--- src/rtl/lift_request_scheduler.sv ---
// Lift call scheduler: latches edge-detected floor calls and steers a registered
// target floor with an IDLE / SERVE_UP / SERVE_DOWN collective-control FSM.
module lift_request_scheduler #(
  parameter int NUM_FLOORS = 5
) (
  input  logic                  clk,
  input  logic                  rst,
  input  logic [NUM_FLOORS-1:0] call_btn,
  input  logic [2:0]            current_floor,
  input  logic                  door_open,
  output logic [2:0]            req_floor,
  output logic                  dir_up,
  output logic                  dir_down,
  output logic [NUM_FLOORS-1:0] pending,
  output logic                  busy
);

  typedef enum logic [1:0] {
    IDLE       = 2'd0,
    SERVE_UP   = 2'd1,
    SERVE_DOWN = 2'd2
  } state_t;

  state_t                state;
  state_t                state_nxt;
  logic [2:0]            req_nxt;
  logic [NUM_FLOORS-1:0] btn_hist;
  logic [NUM_FLOORS-1:0] call_rise;
  logic [NUM_FLOORS-1:0] at_floor;
  logic [NUM_FLOORS-1:0] floor_clr;
  logic [NUM_FLOORS-1:0] pending_nxt;
  logic [NUM_FLOORS-1:0] mask_ge;
  logic [NUM_FLOORS-1:0] mask_le;
  logic                  floor_ok;
  logic                  hit_here;
  logic                  hit_ge;
  logic                  hit_le;
  logic [2:0]            low_ge;
  logic [2:0]            high_le;

  assign floor_ok  = (int'(current_floor) < NUM_FLOORS);
  assign call_rise = call_btn & ~btn_hist;
  assign busy      = |pending;

  // An out-of-range floor matches no bit, so it neither clears nor targets anything.
  always_comb begin
    at_floor = '0;
    mask_ge  = '0;
    mask_le  = '0;
    for (int i = 0; i < NUM_FLOORS; i++) begin
      at_floor[i] = (int'(current_floor) == i);
      mask_ge[i]  = (i >= int'(current_floor));
      mask_le[i]  = (i <= int'(current_floor));
    end
  end

  assign floor_clr   = door_open ? at_floor : '0;
  assign pending_nxt = (pending | call_rise) & ~floor_clr;
  assign hit_here    = |(pending & at_floor);

  // Nearest pending floor at or above the lift (scan downward so the lowest wins).
  always_comb begin
    hit_ge = 1'b0;
    low_ge = '0;
    for (int i = NUM_FLOORS - 1; i >= 0; i--) begin
      if (pending[i] && mask_ge[i]) begin
        hit_ge = 1'b1;
        low_ge = 3'(i);
      end
    end
  end

  // Nearest pending floor at or below the lift (scan upward so the highest wins).
  always_comb begin
    hit_le  = 1'b0;
    high_le = '0;
    for (int i = 0; i < NUM_FLOORS; i++) begin
      if (pending[i] && mask_le[i]) begin
        hit_le  = 1'b1;
        high_le = 3'(i);
      end
    end
  end

  // Decisions use the registered pending vector only, so a new call reaches
  // req_floor one cycle after it appears in pending.
  always_comb begin
    state_nxt = state;
    req_nxt   = req_floor;
    if (floor_ok && !door_open) begin
      case (state)
        IDLE: begin
          if (hit_here) begin
            req_nxt = current_floor;
          end else if (hit_ge) begin
            state_nxt = SERVE_UP;
            req_nxt   = low_ge;
          end else if (hit_le) begin
            state_nxt = SERVE_DOWN;
            req_nxt   = high_le;
          end else begin
            req_nxt = current_floor;
          end
        end
        SERVE_UP: begin
          if (hit_ge) begin
            req_nxt = low_ge;
          end else if (hit_le) begin
            state_nxt = SERVE_DOWN;
            req_nxt   = high_le;
          end else begin
            state_nxt = IDLE;
            req_nxt   = current_floor;
          end
        end
        SERVE_DOWN: begin
          if (hit_le) begin
            req_nxt = high_le;
          end else if (hit_ge) begin
            state_nxt = SERVE_UP;
            req_nxt   = low_ge;
          end else begin
            state_nxt = IDLE;
            req_nxt   = current_floor;
          end
        end
        default: begin
          state_nxt = IDLE;
          req_nxt   = current_floor;
        end
      endcase
    end
  end

  always_ff @(posedge clk or negedge rst) begin
    if (!rst) begin
      state     <= IDLE;
      req_floor <= '0;
      dir_up    <= 1'b0;
      dir_down  <= 1'b0;
      pending   <= '0;
      btn_hist  <= '0;
    end else begin
      btn_hist  <= call_btn;
      pending   <= pending_nxt;
      state     <= state_nxt;
      req_floor <= req_nxt;
      dir_up    <= (state_nxt == SERVE_UP);
      dir_down  <= (state_nxt == SERVE_DOWN);
    end
  end

endmodule

--- config.mk ---
export PLATFORM = sky130hd
export DESIGN_NAME = lift_request_scheduler
export DESIGN_NICKNAME = d
export VERILOG_FILES = /design/src/rtl/lift_request_scheduler.sv
export SDC_FILE = /design/constraint.sdc
export NUM_CORES = 1
export LEC_CHECK = 0
export ABC_CLOCK_PERIOD_IN_PS = 1800
export BUFFER_PORTS_ARGS = -buffer_cell sky130_fd_sc_hd__buf_4
export CORE_ASPECT_RATIO = 1.1
export CORE_UTILIZATION = 42
export CTS_CLUSTER_SIZE = 12
export DETAILED_ROUTE_END_ITERATION = 7
export PLACE_DENSITY = 0.66
export SLEW_MARGIN = 15
export SYNTH_ARGS = -nofsm -noshare
export SYNTH_HDL_FRONTEND = slang
export SYNTH_SLANG_ARGS = --single-unit
export TNS_END_PERCENT = 5
--- constraint.sdc ---
create_clock -name clk -period 1.8 [get_ports clk]
set_clock_uncertainty 0.2 [all_clocks]
set_input_delay 0.27 -clock clk [delete_from_list [all_inputs] [get_ports clk]]
set_output_delay 0.27 -clock clk [all_outputs]
set_load 0.05 [all_outputs]
==> Flow_metrics.wiki <==
{| class="wikitable"
! Metric !! Value
|-
| Result of the run || finished with violations
|-
| Violations in the final reports || setup timing
|-
| Inserted Clock Buffers || 3
|-
| Power consumption || 1.77 mW
|-
| Final Cell Area || 1830 um2
|-
| Reg2reg setup slack || -0.20 ns
|-
| Share of post-route cells with drive strength above 1 || 48.8%
|-
| Post-layout nets || 215
|-
| Cell Int Power || 0.983 mW
|-
| Worst reg-to-reg path cell count || 8
|-
| Top achievable clock speed || 0.484 GHz
|-
| Combinational power share || 56.0%
|-
| Top area cells in the synthesized netlist || dfrtp_1 39%, a21oi_1 7.3%, o21ai_0 4.1%
|-
| Amount of wire on met3 after detailed routing || 157 um
|-
| Maximum level of the CTS H-tree || 1
|-
| Clk root buf || clkbuf_4
|-
| Hold Path End || pending[3]
|-
| Startpoint of the worst hold path || current_floor[1]
|-
| Number of detailed-route iterations in the first pass || 4
|-
| Power share of the clock group || 12.5%
|-
| Dominant register cell in the synthesized netlist || dfrtp_1
|-
| RD Place Congestion || 0.982
|-
| End-of-flow core utilization || 73.3%
|-
| Later-pin clock latency in the skew report || 0.31 ns
|-
| Required time of the worst setup path || 1.33 ns
|-
| Total clock sinks || 17
|-
| Critical-path cell with the highest stage delay || dfrtp_2
|-
| TritonCTS clock tree || done
|-
| Reg2Reg Launch Point || pending[3]
|-
| Met2 Routed Length || 1.94 mm
|-
| Proportion of netlist area held by the largest area contributor || 38.9%
|-
| Rows || 19
|-
| Critical Path Start Type || register
|-
| Final period utilization || 115%
|-
| Cell area after technology mapping || 1090 um2
|-
| Inst Count DP || 212
|-
| Synthesis-stage register bit count || 17
|-
| Rel. slew slack || 69.2%
|-
| Highest routed layer || met4
|-
| Type of the most critical hold path || primary input to register
|-
| Sum of routed wire length over all layers || 3.73 mm
|-
| Hold Crit Depth || 3
|-
| Wire length of the first global-routing pass || 5.44 mm
|-
| Floorplan die area || 2820 um2
|-
| Buffers and inverters on the worst path || 2
|-
| Flop pwr share || 31.5%
|-
| Maximum number of pins on one net before global-route repair || 18
|-
| Fin. Hold Viols || 0
|-
| DP HPWL || 2.41 mm
|-
| Max-cap violations || 0
|-
| Vias in the first global route || 1229
|-
| Number of enable-type register cells in the synthesized netlist || 0
|-
| GRT Overall Usage || 25.9%
|-
| Drt wl/cell || 15.9 um
|-
| CP max FO || 4
|-
| Post-route DRC violation count || 0
|-
| Async set or reset register ratio after synthesis || 100%
|-
| Ant. Diodes || 0
|-
| Total cell area at the placement stage || 1540 um2
|-
| Area added between synthesis and finish || 67.2%
|-
| Clock transition time at the flip-flop clock pins of the worst setup and hold paths || 0.11 ns
|-
| Crit-path cells || inv_4, a32oi_2, o21ai_2, and2_4, nand2_4, buf_8
|-
| Antenna violation net count after detailed routing || 0
|-
| Arrival time of data at the critical path endpoint || 1.60 ns
|-
| Warnings, synthesis || 0
|-
| Via Count || 1304
|-
| Placement-stage worst setup slack || -0.186 ns
|-
| Cell count after synthesis || 131
|-
| Maximum vdd ir drop || 0.712 mV
|-
| Average size of a mapped cell || 8.36 um2
|-
| First DRT Iteration DRCs || 37
|-
| Unique cell type count in the Yosys netlist || 38
|-
| Number of antenna violations at the first check in global routing || 0
|-
| Worst Setup End Kind || output port
|-
| Net Sw Frac || 44.6%
|-
| Setup-violating endpoint count in the final report || 7
|-
| Num ports || 22
|-
| Slew of the pin with the lowest slew margin || 0.460 ns
|-
| Routed vias/inst || 5.57
|-
| Critical path start-end classification || register to output port
|-
| Setup slack of the critical path after layout || -0.266 ns
|-
| Vert. Die Dim || 55.5 um
|-
| Leak || 0.850 nW
|-
| Die outline width || 50.7 um
|-
| Synthesized netlist net count || 142
|-
| Maximum single-stage delay on the critical path || 0.44 ns
|-
| Power per cell area || 969 nW/um2
|-
| Terminus of the critical flop-to-flop path || req_floor[0]
|-
| Shortest clock period the worst path allows after layout || 2.07 ns
|-
| Deepest clock path buffer count || 2
|-
| Switch Pwr || 0.790 mW
|-
| Final Non-Filler Cells || 234
|-
| Initial Util || 43.9%
|-
| Met1 routed wirelength after detailed routing || 1.51 mm
|-
| Remaining global-route overflow || 0
|-
| Core Footprint || 2500 um2
|-
| Setup TNS Final || -0.703 ns
|-
| Unrepaired setup endpoints after global routing || true
|-
| Crit path max-delay family || flip-flops
|-
| Number of port buffers || 21
|-
| Final slew viol count || 0
|-
| Fraction of the yosys area taken by sequential cells || 38.9%
|-
| Minimum hold slack || 0.0977 ns
|-
| Cell accounting for the most synthesized area || dfrtp_1
|}
-- worst min-delay path, delay by kind of cell --
family	cells	cell delay, ns
AOI/OAI and AO/OA	1	0.06
buffers and inverters	2	0.24
-- timing repair --
item,CTS,global route
endpoints found under the setup margin,7,8
hold buffers,7,0
pin swaps,10,7
gates resized for setup,13,12
buffers inserted,6,6
hold endpoints to repair,23,0
-- power groups by stage --
stage | combinational, mW | sequential [mW] | clock (mW)
2_1_floorplan | 0.335 | 0.734 | 0
3_3_place_gp | 0.848 | 0.551 | 0
3_5_place_dp | 0.853 | 0.552 | 0
4_1_cts | 0.895 | 0.547 | 0.225
5_1_grt | 1.06 | 0.570 | 0.243
6_report | 0.994 | 0.558 | 0.222
-- routing by layer --
metal  track usage (%)  vias up
met5                 0        -
met4              12.3        0
met3              4.13       16
met2              45.7       49
met1              29.6      623
li1                  -      616
-- how the worst max path moves through the flow --
| stage | to | cells after the start | from | slack (ns) |
|---|---|---|---|---|
| CTS | busy | 6 | pending[2] | -0.23 |
| global placement | req_floor[0] | 7 | current_floor[1] | -0.13 |
| floorplan | req_floor[2] | 7 | pending[1] | -0.18 |
| global route | req_floor[0] | 8 | pending[3] | -0.29 |
| finish | busy | 6 | pending[3] | -0.27 |
| detailed placement | req_floor[2] | 7 | current_floor[0] | -0.19 |
-- logic make-up after synthesis --
kind of cell	Yosys count	synth area share [%]
buffers and inverters	18	7.66
AO/OA/AOI/OAI	52	31.9
multiplexers	1	0.914
AND/OR/NAND/NOR	43	20.7
flip-flops	17	38.9
-- cells in the mapped netlist (2+ instances only) --
master / number
a211oi_2: 2
a21oi_1: 16
a2bb2oi_1: 2
a31oi_1: 4
buf_2: 4
clkbuf_1: 2
dfrtp_1: 17
inv_1: 9
nand2_1: 11
nand2b_1: 4
nand3_1: 2
nand3b_1: 2
nor2_1: 8
nor2b_1: 6
nor3_1: 6
o211ai_1: 4
o21ai_0: 9
o31ai_1: 2
o41ai_1: 2
-- flip-flops by register name (all words and copies together), names as in the netlist --
name / count
btn_hist: 5
pending: 5
req_floor: 3
state: 2
dir_down: 1
dir_up: 1
-- area by class of cell --
| type | count | area (um2) |
|---|---|---|
| inverter | 10 | 42.5 |
| tap | 31 | 38.8 |
| fill | 191 | 666 |
| clock inverter | 1 | 5.00 |
| timing repair buffer | 76 | 608 |
| multi-input combinational | 96 | 682 |
| sequential | 17 | 432 |
| clock buffer | 3 | 22.5 |
-- cells in the final DEF, fill, tap and decap left out, types with 3 or more instances in the layout --
cell type      instances
nand2_1               10
nor3_1                 5
nand2b_1               4
inv_1                  7
dlygate4sd3_1          7
buf_4                 67
dfrtp_2                5
nor2_1                 7
a31oi_1                3
clkbuf_4               3
a21oi_1               15
o21ai_0                7
nor2b_1                6
o211ai_1               4
dfrtp_1               12
Power figures use the tool's default switching activity.
